File: config.mk
export PLATFORM = sky130hd
export DESIGN_NAME = bcd_to_bin
export DESIGN_NICKNAME = d
export VERILOG_FILES = /design/src/rtl/bcd_pkg.sv /design/src/rtl/bcd_digit_adj.sv /design/src/rtl/bcd_to_bin.sv
export SDC_FILE = /design/constraint.sdc
export NUM_CORES = 1
export LEC_CHECK = 0
export BUFFER_PORTS_ARGS = -buffer_cell sky130_fd_sc_hd__clkbuf_2
export CAP_MARGIN = 20
export CORE_AREA = 3 3 54 66
export CTS_BUF_LIST = sky130_fd_sc_hd__clkbuf_4 sky130_fd_sc_hd__clkbuf_8
export CTS_CLUSTER_SIZE = 20
export DETAILED_ROUTE_END_ITERATION = 12
export DIE_AREA = 0 0 57 69
export GPL_TIMING_DRIVEN = 0
export PLACE_DENSITY = 0.79
export SETUP_SLACK_MARGIN = 0.2
export SLEW_MARGIN = 20
export SYNTH_ARGS = -nofsm -noshare
export SYNTH_HDL_FRONTEND = slang
export SYNTH_SLANG_ARGS = --single-unit
File: constraint.sdc
create_clock -name clk -period 1.83 [get_ports clk]
set_input_delay 0.4575 -clock clk [delete_from_list [all_inputs] [get_ports clk]]
set_output_delay 0.4575 -clock clk [all_outputs]
set_load 0.1 [all_outputs]
File: src/rtl/bcd_pkg.sv
// Shared constants, state encoding and digit-check helper for the BCD-to-binary converter.
package bcd_pkg;

    localparam int NDIGITS = 3;
    localparam int BIN_W   = 10;
    localparam int STEPS   = 10;
    localparam int CNT_W   = 4;
    localparam int WORK_W  = 4 * NDIGITS;

    typedef enum logic [1:0] {
        IDLE  = 2'd0,
        SHIFT = 2'd1,
        DONE  = 2'd2
    } state_t;

    // True when every 4-bit digit of the packed BCD word is in 0..9.
    function automatic logic digits_valid(input logic [WORK_W-1:0] w);
        logic ok;
        ok = 1'b1;
        for (int i = 0; i < NDIGITS; i++) begin
            if (w[4*i +: 4] > 4'd9) begin
                ok = 1'b0;
            end
        end
        return ok;
    endfunction

endpackage

File: src/rtl/bcd_digit_adj.sv
// Per-digit correction for the reverse double-dabble step: subtract 3 when the digit is >= 8.
module bcd_digit_adj (
    input  logic [3:0] din,
    output logic [3:0] dout
);

    // A digit >= 8 after a right shift came from an odd upper digit; remove the excess 3.
    assign dout = (din >= 4'd8) ? (din - 4'd3) : din;

endmodule

File: src/rtl/bcd_to_bin.sv
// Three-digit BCD to 10-bit binary converter, one bit per cycle (reverse double dabble).
module bcd_to_bin
    import bcd_pkg::*;
(
    input  logic             clk,
    input  logic             rst_n,
    input  logic             start,
    input  logic [3:0]       Hund,
    input  logic [3:0]       Tens,
    input  logic [3:0]       Ones,
    output logic             busy,
    output logic             done,
    output logic             err,
    output logic [BIN_W-1:0] B
);

    state_t             state_reg;
    state_t             state_next;
    logic [WORK_W-1:0]  work_reg;
    logic [WORK_W-1:0]  work_shift;
    logic [WORK_W-1:0]  work_adj;
    logic [CNT_W-1:0]   cnt_reg;
    logic [BIN_W-1:0]   b_reg;
    logic               err_reg;
    logic               accept;
    logic               bad_digits;

    assign accept     = (state_reg == IDLE) && start;
    assign bad_digits = !digits_valid({Hund, Tens, Ones});
    assign work_shift = work_reg >> 1;

    // One correction unit per BCD digit of the shifted work register.
    generate
        for (genvar gi = 0; gi < NDIGITS; gi++) begin : g_adj
            bcd_digit_adj u_adj (
                .din  (work_shift[4*gi +: 4]),
                .dout (work_adj[4*gi +: 4])
            );
        end
    endgenerate

    // State register.
    always_ff @(posedge clk or negedge rst_n) begin
        if (!rst_n) begin
            state_reg <= IDLE;
        end else begin
            state_reg <= state_next;
        end
    end

    // Next-state logic: bad digits skip straight to DONE, otherwise STEPS shift cycles.
    always_comb begin
        state_next = state_reg;
        case (state_reg)
            IDLE: begin
                if (start) begin
                    state_next = bad_digits ? DONE : SHIFT;
                end
            end
            SHIFT: begin
                if (cnt_reg == CNT_W'(STEPS - 1)) begin
                    state_next = DONE;
                end
            end
            DONE:    state_next = IDLE;
            default: state_next = IDLE;
        endcase
    end

    // Datapath: latch digits on acceptance, then shift one bit into B per SHIFT cycle.
    always_ff @(posedge clk or negedge rst_n) begin
        if (!rst_n) begin
            work_reg <= '0;
            cnt_reg  <= '0;
            b_reg    <= '0;
            err_reg  <= 1'b0;
        end else if (accept) begin
            work_reg <= {Hund, Tens, Ones};
            cnt_reg  <= '0;
            b_reg    <= '0;
            err_reg  <= bad_digits;
        end else if (state_reg == SHIFT) begin
            work_reg <= work_adj;
            b_reg    <= {work_reg[0], b_reg[BIN_W-1:1]};
            cnt_reg  <= cnt_reg + 1'b1;
        end
    end

    assign busy = (state_reg != IDLE);
    assign done = (state_reg == DONE);
    assign err  = err_reg;
    assign B    = b_reg;

endmodule

==> results of run 1 <==
## repair_timing
action	4_1_cts	5_1_grt
pin swaps	2	1
hold buffers	0	0
buffers inserted	7	0
resized for setup	21	3
endpoints found under the setup margin	11	14
endpoints found under the hold margin	0	0
## cells by family (layout without fill, tap and decap cells)
group           count (synthesis)  count (layout)  synth area share [%]
flops                          29              29                  48.6
compound gates                 53              53                  25.3
buf+inv                        18              59                  6.45
xor+xnor                        4               4                  2.34
simple gates                   29              29                  10.6
fa+ha+maj                       6               6                  5.02
mux                             2               2                  1.67
## cells in the mapped netlist (all sizes together)
master  number  area (µm²)
a22oi        3        22.5
nand3        3        15.0
a222oi       1        10.0
o221ai       1        8.76
a211o        1        8.76
xnor2        4        35.0
nand2b       1        6.26
o211a        1        10.0
o22ai        5        31.3
a21oi        8        40.0
a211oi       1        7.51
a31oi        5        31.3
o311ai       1        8.76
o21ai       10        50.1
a32o         1        10.0
and2b        3        22.5
mux2         1        15.0
a221oi       2        23.8
or3b         1        11.3
a21o         1        7.51
nor3b        2        15.0
a22o        10        87.6
inv         10        37.5
buf          8        58.8
dfrtp       29         726
ha           6        75.1
o21bai       1        11.3
mux2i        1        10.0
nor2b        7        43.8
nor2         5        18.8
nand2        7        26.3
a32oi        1        8.76
## final timing paths
| check | to | slack, ps | cells past startpoint |
|---|---|---|---|
| worst max-delay path | busy | 90 | 4 |
| worst min-delay path | B[5] | 160 | 1 |
| worst max register to register | work_reg[10] | 310 | 7 |
| worst min register to register | B[0] | 510 | 1 |
| max in group asynchronous | work_reg[11] | 1200 | 1 |
| min in group clk | work_reg[2] | 390 | 3 |
## power groups by stage
stage	Sequential, W	Clock [W]	Combinational [W]
floorplan	0.00126	0	0.000979
global placement	0.00104	0	0.00145
detailed placement	0.00106	0	0.00150
CTS	0.00105	0.000458	0.00175
global route	0.00108	0.000487	0.00190
finish	0.00105	0.000449	0.00178
## routing by layer
layer  routed length [µm]  track usage (%)  vias up
met5                    0                0        -
li1                     -                -      594
met4                  131             12.9        0
met3                  181             4.68       14
met1                 1500             25.3      643
met2                 1790             30.6       38
## layout make-up
type	count	area share, %
Timing Repair Buffer	33	12.9
Tap cell	36	2.37
Sequential cell	29	38.2
Inverter	10	2.37
Buffer	8	3.95
Clock inverter	1	0.263
Multi-Input combinational cell	94	36.5
Clock buffer	7	3.42
## metrics by stage
stage	setup WS, ps	instance area [µm²]	utilization, %
2_1_floorplan	222	1510	-
3_3_place_gp	101	1690	55.7
3_5_place_dp	76.4	1690	55.7
4_1_cts	78.4	1890	62.5
5_1_grt	39.3	1900	62.8
6_report	86.7	1900	62.8
==> impl_metrics.env, run 1 <==
export IMPL_status="finished, final reports clean"
export IMPL_largest_reg_flops=12
export IMPL_place_congestion=0.824
export IMPL_n_antenna_cell=0
export IMPL_drt_iter0_markers=60
export IMPL_syn_cell_area_um2=1490
export IMPL_dr_pass1_iters=4
export IMPL_antenna_found_initial=0
export IMPL_grt_max_degree=30
export IMPL_required_ps=1370
export IMPL_seq_area_frac_synth_pct=48.6
export IMPL_die_w_um=57
export IMPL_multi_input_area_um2=694
export IMPL_clockRootBuffer="clkbuf_4"
export IMPL_tightest_slew_ps=720
export IMPL_die_h_um=69
export IMPL_pwr_share_clk_pct=13.7
export IMPL_cts_buffers=5
export IMPL_internal_power_w=0.00178
export IMPL_ant_nets=0
export IMPL_vias_per_cell=5.91
export IMPL_crit_path_top_delay_cell="dfrtp_1"
export IMPL_fin_nets=202
export IMPL_dp_cells=203
export IMPL_clock_skew_ps=15.9
export IMPL_cts_buffer_depth=2
export IMPL_rows=22
export IMPL_avgSynthCellArea_um2=10.6
export IMPL_drc_errors=0
export IMPL_grt_pass1_wl_mm=6.14
export IMPL_end_kind="primary output"
export IMPL_path_buf_inv=3
export IMPL_power_leakage_nw=0.910
export IMPL_cts_clk_slew_worst_paths_ps=100
export IMPL_setup_tns_ps=0
export IMPL_slew_headroom_pct=52.0
export IMPL_final_common_cell="dfrtp_1"
export IMPL_cp_startpoint="state_reg[1]"
export IMPL_hold_path_class="primary input to async pin"
export IMPL_fill_cells=253
export IMPL_startpoint_type="register"
export IMPL_period_needed_ps=1740
export IMPL_initial_core_util_pct=49.3
export IMPL_dieArea_um2=3930
export IMPL_synth_cell_types=34
export IMPL_slowest_delay_ps=400
export IMPL_critPathKind="register to primary output"
export IMPL_cts_sinks=29
export IMPL_crit_chain="buf_6, nor2_4, clkinvlp_4, clkbuf_16"
export IMPL_pwr_share_seq_pct=32.1
export IMPL_cts_tree="done"
export IMPL_hold_ws_ps=155
export IMPL_grt_total_usage_pct=20.2
export IMPL_netSwitchingPower_w=0.00151
export IMPL_htreeDepth=2
export IMPL_areaGrowthSynthToFinish_pct=27.2
export IMPL_hold_viol_final=0
export IMPL_grt_overflow_total=0
export IMPL_clock_latency_ps=340
export IMPL_first_global_vias=1295
export IMPL_combPwrFrac_pct=54.3
export IMPL_rsz0062_at_grt="true"
export IMPL_crit_fanout=2
export IMPL_wirelength_mm=3.60
export IMPL_crit_arrival_ps=1290
export IMPL_core_um2=3030
export IMPL_fmax_mhz=574
export IMPL_port_buffers=26
export IMPL_ir_worst_vdd_uv=1240
export IMPL_p_total_w=0.00328
export IMPL_drv_cap=0
export IMPL_ys_warn_count=0
export IMPL_final_max_slew_viol_count=0
export IMPL_setup_viol=0
export IMPL_routedWlPerCell_um=16.5
export IMPL_drive_gt1_share_pct=31.3
export IMPL_io_pins=28
export IMPL_postSynthCellCount=141
export IMPL_ys_ff_latch=29
export IMPL_syn_num_nets=162
export IMPL_layout_worst_path_cycle_share_pct=95.3
export IMPL_place_hpwl_mm=2.42
export IMPL_power_density_nw_per_um2=1730
export IMPL_final_cell_mix="29 x dfrtp_1, 14 x clkbuf_4, 13 x clkbuf_2, 10 x a22o_1, 10 x o21ai_0"
export IMPL_instances_no_fill=218
export IMPL_regArea_um2=726
export IMPL_p_sw_share_pct=45.9
export IMPL_vias=1289
export IMPL_critPathTopFamily="buffers and inverters"
export IMPL_crit_reg2reg_launch="state_reg[0]"
Note: power is estimated with default switching activity, not from simulation.
==> inputs of run 2 (changes only) <==
==> constraint.sdc (replaced) <==
create_clock -name clk -period 2.03 [get_ports clk]
set_input_delay 0.5075 -clock clk [delete_from_list [all_inputs] [get_ports clk]]
set_output_delay 0.5075 -clock clk [all_outputs]
set_load 0.1 [all_outputs]
==> run 2 against run 1 <==
Non-clock buffer count up 5. Register-to-register slack gained 160 ps. Flip-flop and latch count stayed put. Count of clock-buffer cells in the layout shrank 2. Clock power is 32% higher. Utilization rose by 1.1 points. Via count is 1.8% higher. Die area unchanged. Critical path depth stayed put. Setup slack better by 140 ps. Sequential power down 9%. Global-route usage increased by 0.15 points.
==> impl_metrics.env, run 2 (synthesis gave the netlist of run 1 again) <==
export IMPL_tightest_slew_ps=725
export IMPL_layout_worst_path_cycle_share_pct=88.6
export IMPL_hold_viol_final=0
export IMPL_port_buffers=26
export IMPL_cts_buffers=5
export IMPL_io_pins=28
export IMPL_areaGrowthSynthToFinish_pct=29.4
export IMPL_status="finished, final reports clean"
export IMPL_final_cell_mix="29 x dfrtp_1, 24 x clkbuf_2, 12 x buf_4, 10 x a22o_1, 10 x o21ai_0"
export IMPL_reg2regPathDepth=6
export IMPL_critPathKind="register to primary output"
export IMPL_grt_pass1_wl_mm=6.20
export IMPL_clockRootBuffer="clkbuf_4"
export IMPL_crit_reg2reg_launch="state_reg[0]"
export IMPL_initial_core_util_pct=49.3
export IMPL_dr_pass1_iters=5
export IMPL_pwr_share_clk_pct=18.5
export IMPL_internal_power_w=0.00181
export IMPL_power_density_nw_per_um2=1660
export IMPL_place_congestion=0.838
export IMPL_netSwitchingPower_w=0.00139
export IMPL_crit_fanout=5
export IMPL_n_antenna_cell=0
export IMPL_period_needed_ps=1800
export IMPL_final_common_cell="dfrtp_1"
export IMPL_htreeDepth=2
export IMPL_cts_sinks=29
export IMPL_drive_gt1_share_pct=33.2
export IMPL_crit_arrival_ps=1290
export IMPL_dieArea_um2=3930
export IMPL_die_h_um=69
export IMPL_clock_latency_ps=340
export IMPL_vias=1312
export IMPL_first_global_vias=1326
export IMPL_die_w_um=57
export IMPL_r2r_end="cnt_reg[0]"
export IMPL_drc_errors=0
export IMPL_fin_nets=207
export IMPL_vias_per_cell=5.88
export IMPL_cts_tree="done"
export IMPL_hold_path_class="primary input to async pin"
export IMPL_final_max_slew_viol_count=0
export IMPL_antenna_found_initial=0
export IMPL_drv_cap=0
export IMPL_fmax_mhz=556
export IMPL_pwr_share_seq_pct=29.9
export IMPL_rsz0062_at_grt="false"
export IMPL_ir_worst_vdd_uv=1100
export IMPL_place_hpwl_mm=2.54
export IMPL_combPwrFrac_pct=51.7
export IMPL_grt_overflow_total=0
export IMPL_cts_clk_slew_worst_paths_ps=100
export IMPL_rows=22
export IMPL_r2r_slack_ps=470
export IMPL_setup_viol=0
export IMPL_slew_headroom_pct=51.7
export IMPL_power_leakage_nw=0.954
export IMPL_clock_skew_ps=12.3
export IMPL_drt_iter0_markers=88
export IMPL_startpoint_type="register"
export IMPL_routedWlPerCell_um=17.0
export IMPL_largest_reg_flops=12
export IMPL_cts_buffer_depth=2
export IMPL_pre_cts_ws_ps=107
export IMPL_grt_total_usage_pct=20.3
export IMPL_p_sw_share_pct=43.4
export IMPL_fin_ws_ps=232
export IMPL_setup_tns_ps=0
export IMPL_end_kind="primary output"
export IMPL_grt_max_degree=30
export IMPL_ant_nets=0
export IMPL_wirelength_mm=3.80
export IMPL_required_ps=1520
export IMPL_core_um2=3030
-- run 2: cell types whose count changed in the layout (fill, tap and decap cells not counted) --
cell and delta:
buf_2 -2, buf_4 +5, bufinv_16 +2, clkbuf_2 +11
clkbuf_4 -9, clkbuf_8 -2, clkinvlp_4 -2, inv_2 +2
o21bai_2 +1, o21bai_4 -1
-- run 2: critical path: stages (launching register included) --
cell and delay, ps:
dfrtp_1 440, buf_6 160, nor2_4 120, inv_2 50, clkbuf_16 190
-- run 2: cell type report --
type / count / area (µm²)
inverters: 10 / 37.5
multi-input cells: 94 / 687
clock inverters: 3 / 65.1
well taps: 36 / 45.0
fillers: 231 / 1090
plain buffers: 8 / 75.1
flip-flops and latches: 29 / 726
repair buffers: 38 / 260
clock buffers: 5 / 37.5
-- run 2: power groups by stage --
| stage | Sequential [W] | Clock (W) | Combinational [W] |
|---|---|---|---|
| after detailed placement | 0.000959 | 0 | 0.00135 |
| after global routing | 0.000984 | 0.000632 | 0.00177 |
| final | 0.000958 | 0.000592 | 0.00166 |
| after floorplan | 0.00114 | 0 | 0.000857 |
| after CTS | 0.000949 | 0.000603 | 0.00153 |
| after global placement | 0.000939 | 0 | 0.00128 |
-- run 2: repair_timing --
action / 4_1_cts / 5_1_grt
hold endpoints to repair: 0 / 0
cloned: 0 / 0
hold buffers: 0 / 0
resized for setup: 12 / 3
pin swaps: 1 / 2
setup endpoints to repair: 2 / 2
buffers inserted: 4 / 8
-- run 2: worst max-delay path by stage --
stage	start	end	slack, ps	cells after the start
6_report	state_reg[1]	busy	230	4
4_1_cts	state_reg[1]	busy	210	4
3_3_place_gp	state_reg[1]	busy	150	4
2_1_floorplan	state_reg[1]	busy	270	3
5_1_grt	state_reg[1]	busy	190	4
3_5_place_dp	state_reg[1]	busy	110	4
-- run 2: metrics by stage --
stage | cell area, µm² | std cells | power, W | util, % | hold slack, ps
final | 1930 | 223 | 0.00321 | 63.8 | 207
after global placement | 1680 | 203 | 0.00222 | 55.4 | 486
after CTS | 1870 | 215 | 0.00308 | 61.7 | 220
after global routing | 1930 | 223 | 0.00339 | 63.8 | 255
after floorplan | 1500 | 141 | 0.00199 | - | 212
after detailed placement | 1680 | 203 | 0.00231 | 55.4 | 487
-- run 2: routing by layer --
layer  track usage, %  share of wire [%]  vias up
li1                 -                  -      602
met2             32.1                 52       43
met5                0                  0        -
met4             12.9                3.8        0
met1             24.5                 40      647
met3             4.49                5.0       20
